### config.mk
export PLATFORM = sky130hd
export DESIGN_NAME = z80_bus_target
export DESIGN_NICKNAME = d
export VERILOG_FILES = /design/src/rtl/z80_bus_target.sv
export SDC_FILE = /design/constraint.sdc
export NUM_CORES = 1
export LEC_CHECK = 0
export ABC_AREA = 1
export ABC_CLOCK_PERIOD_IN_PS = 1500
export CAP_MARGIN = 15
export CORE_ASPECT_RATIO = 0.8
export CORE_UTILIZATION = 38
export DETAILED_ROUTE_END_ITERATION = 6
export PLACE_DENSITY = 0.77
export SYNTH_ARGS = -nofsm -noshare
export SYNTH_HDL_FRONTEND = slang
export SYNTH_SLANG_ARGS = --single-unit
### constraint.sdc
create_clock -name clk -period 1.5 [get_ports clk]
set_input_delay 0.3 -clock clk [delete_from_list [all_inputs] [get_ports clk]]
set_output_delay 0.3 -clock clk [all_outputs]
set_load 0.005 [all_outputs]
### src/rtl/z80_bus_target.sv
// Purpose : Z80-bus target that decodes one memory and one I/O window and bridges hits onto a local register bus.
// Latency : loc_req one clk after the hit is seen; wait_n low for N+2 clks when the ack comes N clks after loc_req.
// Backpres: the CPU is stretched with wait_n until loc_ack or the timeout; no new hit is taken until all strobes release.
//
// Ports:
//   clk, reset          system clock (shared with the CPU), synchronous active-high reset
//   m1_n .. wr_n, A, di CPU bus strobes (active low), address and write data
//   dout, do_oe         read/vector data to the CPU and its drive enable
//                       (the CPU-side "do" bus; "do" is a SystemVerilog keyword)
//   wait_n              combinational cycle stretch, active low
//   int_n               interrupt request to the CPU, active low
//   loc_*               local register bus: one-cycle loc_req with latched
//                       address, write data and space; loc_ack/loc_rdata back
//   irq_req/irq_vector  level interrupt request and IM2 vector; irq_ack pulse
//   timeout_err         one-cycle pulse when a local access times out
// Optional feature: define Z80_BUS_TARGET_IM2_EN to enable int_n, IM2
// interrupt-acknowledge handling and irq_ack. Undefined, int_n is held 1,
// irq_ack is held 0 and acknowledge cycles are ignored.
module z80_bus_target #(
  parameter logic [7:0]  IO_BASE  = 8'h40,
  parameter logic [7:0]  IO_MASK  = 8'hF0,
  parameter logic [15:0] MEM_BASE = 16'hF000,
  parameter logic [15:0] MEM_MASK = 16'hF000,
  parameter logic [7:0]  TIMEOUT  = 8'd64
) (
  input  logic        clk,
  input  logic        reset,
  input  logic        m1_n,
  input  logic        mreq_n,
  input  logic        iorq_n,
  input  logic        rd_n,
  input  logic        wr_n,
  input  logic [15:0] A,
  input  logic [7:0]  di,
  output logic [7:0]  dout,
  output logic        do_oe,
  output logic        wait_n,
  output logic        int_n,
  output logic        loc_req,
  output logic        loc_we,
  output logic        loc_io,
  output logic [15:0] loc_addr,
  output logic [7:0]  loc_wdata,
  input  logic        loc_ack,
  input  logic [7:0]  loc_rdata,
  input  logic        irq_req,
  input  logic [7:0]  irq_vector,
  output logic        irq_ack,
  output logic        timeout_err
);

  typedef enum logic [2:0] {S_IDLE, S_REQ, S_WAIT, S_HOLD, S_INTA} state_t;

  state_t     state;
  logic [7:0] cnt;
  logic       mem_hit;
  logic       io_hit;
  logic       any_hit;
  logic       strobes_idle;
  logic       irq_ack_q;

  // Refresh cycles have neither rd_n nor wr_n low, so they never hit.
  assign mem_hit      = !mreq_n && (!rd_n || !wr_n) && ((A & MEM_MASK) == MEM_BASE);
  assign io_hit       = !iorq_n && m1_n && (!rd_n || !wr_n) && ((A[7:0] & IO_MASK) == IO_BASE);
  assign any_hit      = mem_hit || io_hit;
  assign strobes_idle = rd_n && wr_n && mreq_n && iorq_n;

`ifdef Z80_BUS_TARGET_IM2_EN
  logic inta_cyc;
  assign inta_cyc = !m1_n && !iorq_n;
`endif

  always_ff @(posedge clk) begin
    if (reset) begin
      state       <= S_IDLE;
      cnt         <= 8'd0;
      dout        <= 8'h00;
      loc_req     <= 1'b0;
      loc_we      <= 1'b0;
      loc_io      <= 1'b0;
      loc_addr    <= 16'h0000;
      loc_wdata   <= 8'h00;
      irq_ack_q   <= 1'b0;
      timeout_err <= 1'b0;
    end else begin
      loc_req     <= 1'b0;
      irq_ack_q   <= 1'b0;
      timeout_err <= 1'b0;
      case (state)
        S_IDLE: begin
          if (any_hit) begin
            // Latch everything at hit time; memory write data is already
            // valid because wr_n is low when the hit is first seen.
            loc_addr  <= A;
            loc_wdata <= di;
            loc_we    <= !wr_n;
            loc_io    <= io_hit;
            loc_req   <= 1'b1;
            state     <= S_REQ;
          end
`ifdef Z80_BUS_TARGET_IM2_EN
          else if (inta_cyc) begin
            dout      <= irq_vector;
            irq_ack_q <= 1'b1;
            state     <= S_INTA;
          end
`endif
        end
        S_REQ: begin
          cnt <= TIMEOUT;
          if (loc_ack) begin
            dout  <= loc_rdata;
            state <= S_HOLD;
          end else begin
            state <= S_WAIT;
          end
        end
        S_WAIT: begin
          cnt <= cnt - 8'd1;
          // An ack in the final counted cycle still wins over the timeout.
          if (loc_ack) begin
            dout  <= loc_rdata;
            state <= S_HOLD;
          end else if (cnt <= 8'd1) begin
            dout        <= 8'hFF;
            timeout_err <= 1'b1;
            state       <= S_HOLD;
          end
        end
        S_HOLD: begin
          // Acks arriving here (late after a timeout) are ignored.
          if (strobes_idle) state <= S_IDLE;
        end
        S_INTA: begin
          dout <= irq_vector;
          if (iorq_n) state <= S_IDLE;
        end
        default: state <= S_IDLE;
      endcase
    end
  end

  // Combinational so it falls in the same phase as mreq_n/iorq_n.
  assign wait_n = reset ? 1'b1
                        : !(((state == S_IDLE) && any_hit) || (state == S_REQ) || (state == S_WAIT));
  assign do_oe  = ((state == S_HOLD) && !rd_n) || (state == S_INTA);

`ifdef Z80_BUS_TARGET_IM2_EN
  always_ff @(posedge clk) begin
    if (reset) int_n <= 1'b1;
    else       int_n <= !irq_req;
  end
  assign irq_ack = irq_ack_q;
`else
  logic unused_irq;
  assign unused_irq = ^{irq_req, irq_vector, irq_ack_q};
  assign int_n      = 1'b1;
  assign irq_ack    = 1'b0;
`endif

endmodule

==> impl_results.md <==
* Average size of a mapped cell at approximately 7.7 sq um
* Layout net count at about 420
* Core ar. at ~5000 sq um
* Violations in the final reports: setup timing
* TritonCTS clock tree: yes
* Synth top area cells: sky130_fd_sc_hd__dfxtp_1 (46%), sky130_fd_sc_hd__nor2_1 (10%), sky130_fd_sc_hd__o21ai_0 (8.2%)
* Maximum VDD drop at 0.826 mV
* Worst Reg2Reg Path Length in Cells at 9
* Hold EP: loc_addr[5]
* First-pass iteration count of the detailed router at 4
* Vias in the first global route at around 1800
* # setup viols final at 2
* Met3 wire len at approximately 290 um
* Register-to-register setup slack at -0.01 ns
* Largest delay share family, worst path: flip-flops
* Sequential-to-total area share from yosys stat at a little under half
* IO Port Bufs at 77
* Total count of max-transition violations in the final report at 0
* Gate Count Post-Synth at 261
* Highest layer used for signal routing: met4
* CP cell instances: inv_2 > buf_4 > ha_4 > nand2_4 > inv_8 > o21ai_2 > buf_2
* Area Overhead vs Synth at 58.9%
* Antenna-violating nets left at 0
* Core Rows at 23
* Antenna violations before repair at 0
* Post-route cell area at around 3200 sq um
* Worst slack on hold paths at 0.402 ns
* Final worst path period need at approximately 1.7 ns
* Category of the critical setup timing path: flip-flop to primary output
* Kind of capture point of the worst setup path: primary output
* Area after DPL at ~2900 sq um
* Cell type with the largest total area after synthesis: sky130_fd_sc_hd__dfxtp_1
* Adder-Cell Fraction of Synth Area at around 3.7%
* Number of clock sinks at 46
* Die Area at 5600 sq um
* Fraction of post-synthesis cell area in the top cell type by area at between 40 and 50%
* Share of the cycle needed by the critical path after routing at 111%
* Clock buffers created by TritonCTS at 5
* Fraction of layout cells with a size suffix above 1 at 28.2%
* Signal arrival time at the worst endpoint at 1.37 ns
* Yosys warnings at 0
* Total global routing overflow at 0
* Wire length the detailed router placed on met1 at roughly 2200 um
* Post-detailed-routing wire length at between 5000 and 6000 um
* Clk pin slew, worst setup/hold paths at 0.07 ns
* Fill cell count at 437
* H-tree depth at 2
* Proportion of synthesized area in mux cells at 0%
* Highest clock frequency the design can meet at around 600 MHz
* CP Launch Type: flip-flop
* Synthesized net count at approximately 320
* Crit Reg-Reg Endpoint: cnt[7]
* Compound-Gate Fraction of Synth Area at between 10% and 20%
* Delay of the slowest critical-path stage at roughly 0.37 ns
* Vias after detailed routing at between 1500 and 2000
* Initial Util at between 30% and 40%
* P_leak at 1.35 nW
* Cell type of the slowest stage on the worst timing path: sky130_fd_sc_hd__dfxtp_2
* Setup repair after global routing missed its margin: yes
* First-iteration detailed-routing DRC count at 52
* Number of primary I/O pins at a little under 90
* Library cell used as clock root buffer: sky130_fd_sc_hd__clkbuf_8
* Largest fanout on the critical path at 3
* Worst hold path class: input port to flip-flop
* Wire length of the first global-routing pass at 8180 um
* Post-synth design cell area at 2020 sq um
* Seq cells post-synth at 46
* Startpoint of the most critical hold path: A[5]
* Met2 routed wirelength at approximately 2600 um
* Later-pin clock latency in the skew report at 0.29 ns
* Die span in y at roughly 67 um
* GRT Util Overall at roughly 18%
* Data required time of the critical path at 1.20 ns
* Clock tree buffer depth at 2
* Area share of and/or/nand/nor cells after synthesis at between 20% and 30%
* Run status: complete, but fails checks
* Post-route worst setup slack at -0.168 ns
* Post-detailed-placement half-perimeter wirelength at 3520 um
* Worst Path Buf+Inv at 4
* Depth of the worst hold-timing path at 3
* Largest family of logic cells by synthesized area: simple AND/OR/NAND/NOR gates
* Die X at roughly 83 um
* Total DRC errors in the routed layout at 0
* Number of distinct standard cells referenced by the synthesized netlist at 28
* Maximum capacitance violations at 0
* Beginning of the worst register-to-register path: state[1]
* Xor and xnor fraction of the mapped netlist area at ~1.3%
* Pin count of the biggest net entering global routing at 38
* Worst clock skew at about 0.0041 ns
* Detail-routed net length per standard cell at between 10 and 15 um
* Drt via density at 4.68
* Cell count along the critical path at 7
* Total power per unit cell area at 1510 nW/um^2
* Final hold violation count at 0
* Routability congestion estimate from global placement at between 0.8 and 0.9
* Number of diodes at 0
## where the power goes
group | leakage (nW) | switching [mW] | internal, mW
registers | 0.380 | 0.131 | 1.46
logic | 0.924 | 1.27 | 1.24
clock network | 0.0482 | 0.380 | 0.372
total | 1.35 | 1.78 | 3.07
## area by class of cell
cell class | instances | area [sq um] | share of cell area [%]
Clock buffer | 7 | 86.3 | 2.69
Sequential cell | 46 | 936 | 29.2
Tap cell | 62 | 77.6 | 2.42
Timing Repair Buffer | 103 | 957 | 29.9
Clock inverter | 1 | 5.00 | 0.156
Multi-Input combinational cell | 177 | 1030 | 32.2
Inverter | 28 | 113 | 3.51
## cells in the final DEF, fill, tap and decap left out, drive strengths merged
| cell type | netlist | final |
|---|---|---|
| a31oi | 1 | 1 |
| inv | 28 | 28 |
| nand2 | 31 | 31 |
| dfxtp | 46 | 46 |
| nand3 | 3 | 3 |
| dlygate4sd2 | 0 | 12 |
| nor3 | 2 | 2 |
| xor2 | 3 | 3 |
| o21ai | 38 | 38 |
| a211oi | 1 | 1 |
| ha | 6 | 6 |
| a21oi | 13 | 13 |
| dlymetal6s2s | 0 | 2 |
| nor4 | 1 | 1 |
| nor2 | 75 | 75 |
| clkbuf | 4 | 7 |
| or2 | 1 | 1 |
| conb | 2 | 2 |
| clkinv | 0 | 1 |
| clkdlybuf4s50 | 0 | 61 |
| buf | 6 | 28 |
## tightest hold or removal path, stage by stage
cell	delay, ns
sky130_fd_sc_hd__dlygate4sd2_1	0.21
sky130_fd_sc_hd__o21ai_1	0.07
sky130_fd_sc_hd__nor2_1	0.07
## what timing repair did
item / 4_1_cts / 5_1_grt
setup endpoints to repair: 42 / 55
hold buffers: 0 / 0
buffers inserted: 4 / 2
gates resized for setup: 35 / 50
pin swaps: 10 / 14
## registers in the layout (all words and copies together), names as in the netlist
name	flops
loc_io	1
loc_addr	16
state	2
loc_we	1
loc_wdata	8
cnt	8
dout	8
timeout_err	1
loc_req	1
## per-layer routing
layer / vias to the layer above / global-route usage [%]
met3: 6 / 4.40
li1: 1014 / -
met1: 905 / 20.9
met2: 60 / 34.6
met4: 0 / 5.30
met5: - / 0
## Yosys cell counts
| master | number |
|---|---|
| sky130_fd_sc_hd__clkbuf_1 | 3 |
| sky130_fd_sc_hd__ha_1 | 6 |
| sky130_fd_sc_hd__nor2_2 | 20 |
| sky130_fd_sc_hd__inv_1 | 27 |
| sky130_fd_sc_hd__o21ai_1 | 4 |
| sky130_fd_sc_hd__buf_6 | 2 |
| sky130_fd_sc_hd__xor2_1 | 3 |
| sky130_fd_sc_hd__nor2_1 | 55 |
| sky130_fd_sc_hd__nor3_2 | 1 |
| sky130_fd_sc_hd__nand3_2 | 1 |
| sky130_fd_sc_hd__conb_1 | 2 |
| sky130_fd_sc_hd__dfxtp_1 | 46 |
| sky130_fd_sc_hd__clkbuf_2 | 1 |
| sky130_fd_sc_hd__a211oi_1 | 1 |
| sky130_fd_sc_hd__buf_12 | 2 |
| sky130_fd_sc_hd__nand2_4 | 1 |
| sky130_fd_sc_hd__a31oi_1 | 1 |
| sky130_fd_sc_hd__o21ai_2 | 1 |
| sky130_fd_sc_hd__inv_8 | 1 |
| sky130_fd_sc_hd__nand3_1 | 2 |
| sky130_fd_sc_hd__nor4_1 | 1 |
| sky130_fd_sc_hd__nor3_1 | 1 |
| sky130_fd_sc_hd__buf_4 | 2 |
| sky130_fd_sc_hd__or2_2 | 1 |
| sky130_fd_sc_hd__o21ai_0 | 33 |
| sky130_fd_sc_hd__nand2_1 | 28 |
| sky130_fd_sc_hd__nand2_2 | 2 |
| sky130_fd_sc_hd__a21oi_1 | 13 |
## per-stage QoR
step	worst slack [ns]	util, %	TNS [ns]	total power [mW]	std cells
floorplan	0.00600	-	0	2.62	261
global route	-0.268	63.3	-0.632	5.21	424
global placement	-0.646	57.7	-11.34	3.42	410
CTS	-0.170	60.7	-0.271	4.40	422
detailed placement	-0.665	57.7	-13.14	3.49	410
finish	-0.168	63.3	-0.176	4.85	424
## cell families (layout without fill, tap and decap cells)
logic type / Yosys count / count (layout)
simple gates: 113 / 113
compound gates: 53 / 53
flops: 46 / 46
buf+inv: 38 / 139
fa+ha+maj: 6 / 6
xor+xnor: 3 / 3
other cells: 2 / 2
## how the worst max path moves through the flow
stage / startpoint / endpoint / slack, ns
6_report: state[1] / wait_n / -0.17
5_1_grt: state[0] / wait_n / -0.27
4_1_cts: state[0] / wait_n / -0.17
3_5_place_dp: wr_n / wait_n / -0.66
3_3_place_gp: rd_n / wait_n / -0.65
2_1_floorplan: state[0] / cnt[7] / 0.006
Note: power is estimated with default switching activity, not from simulation.
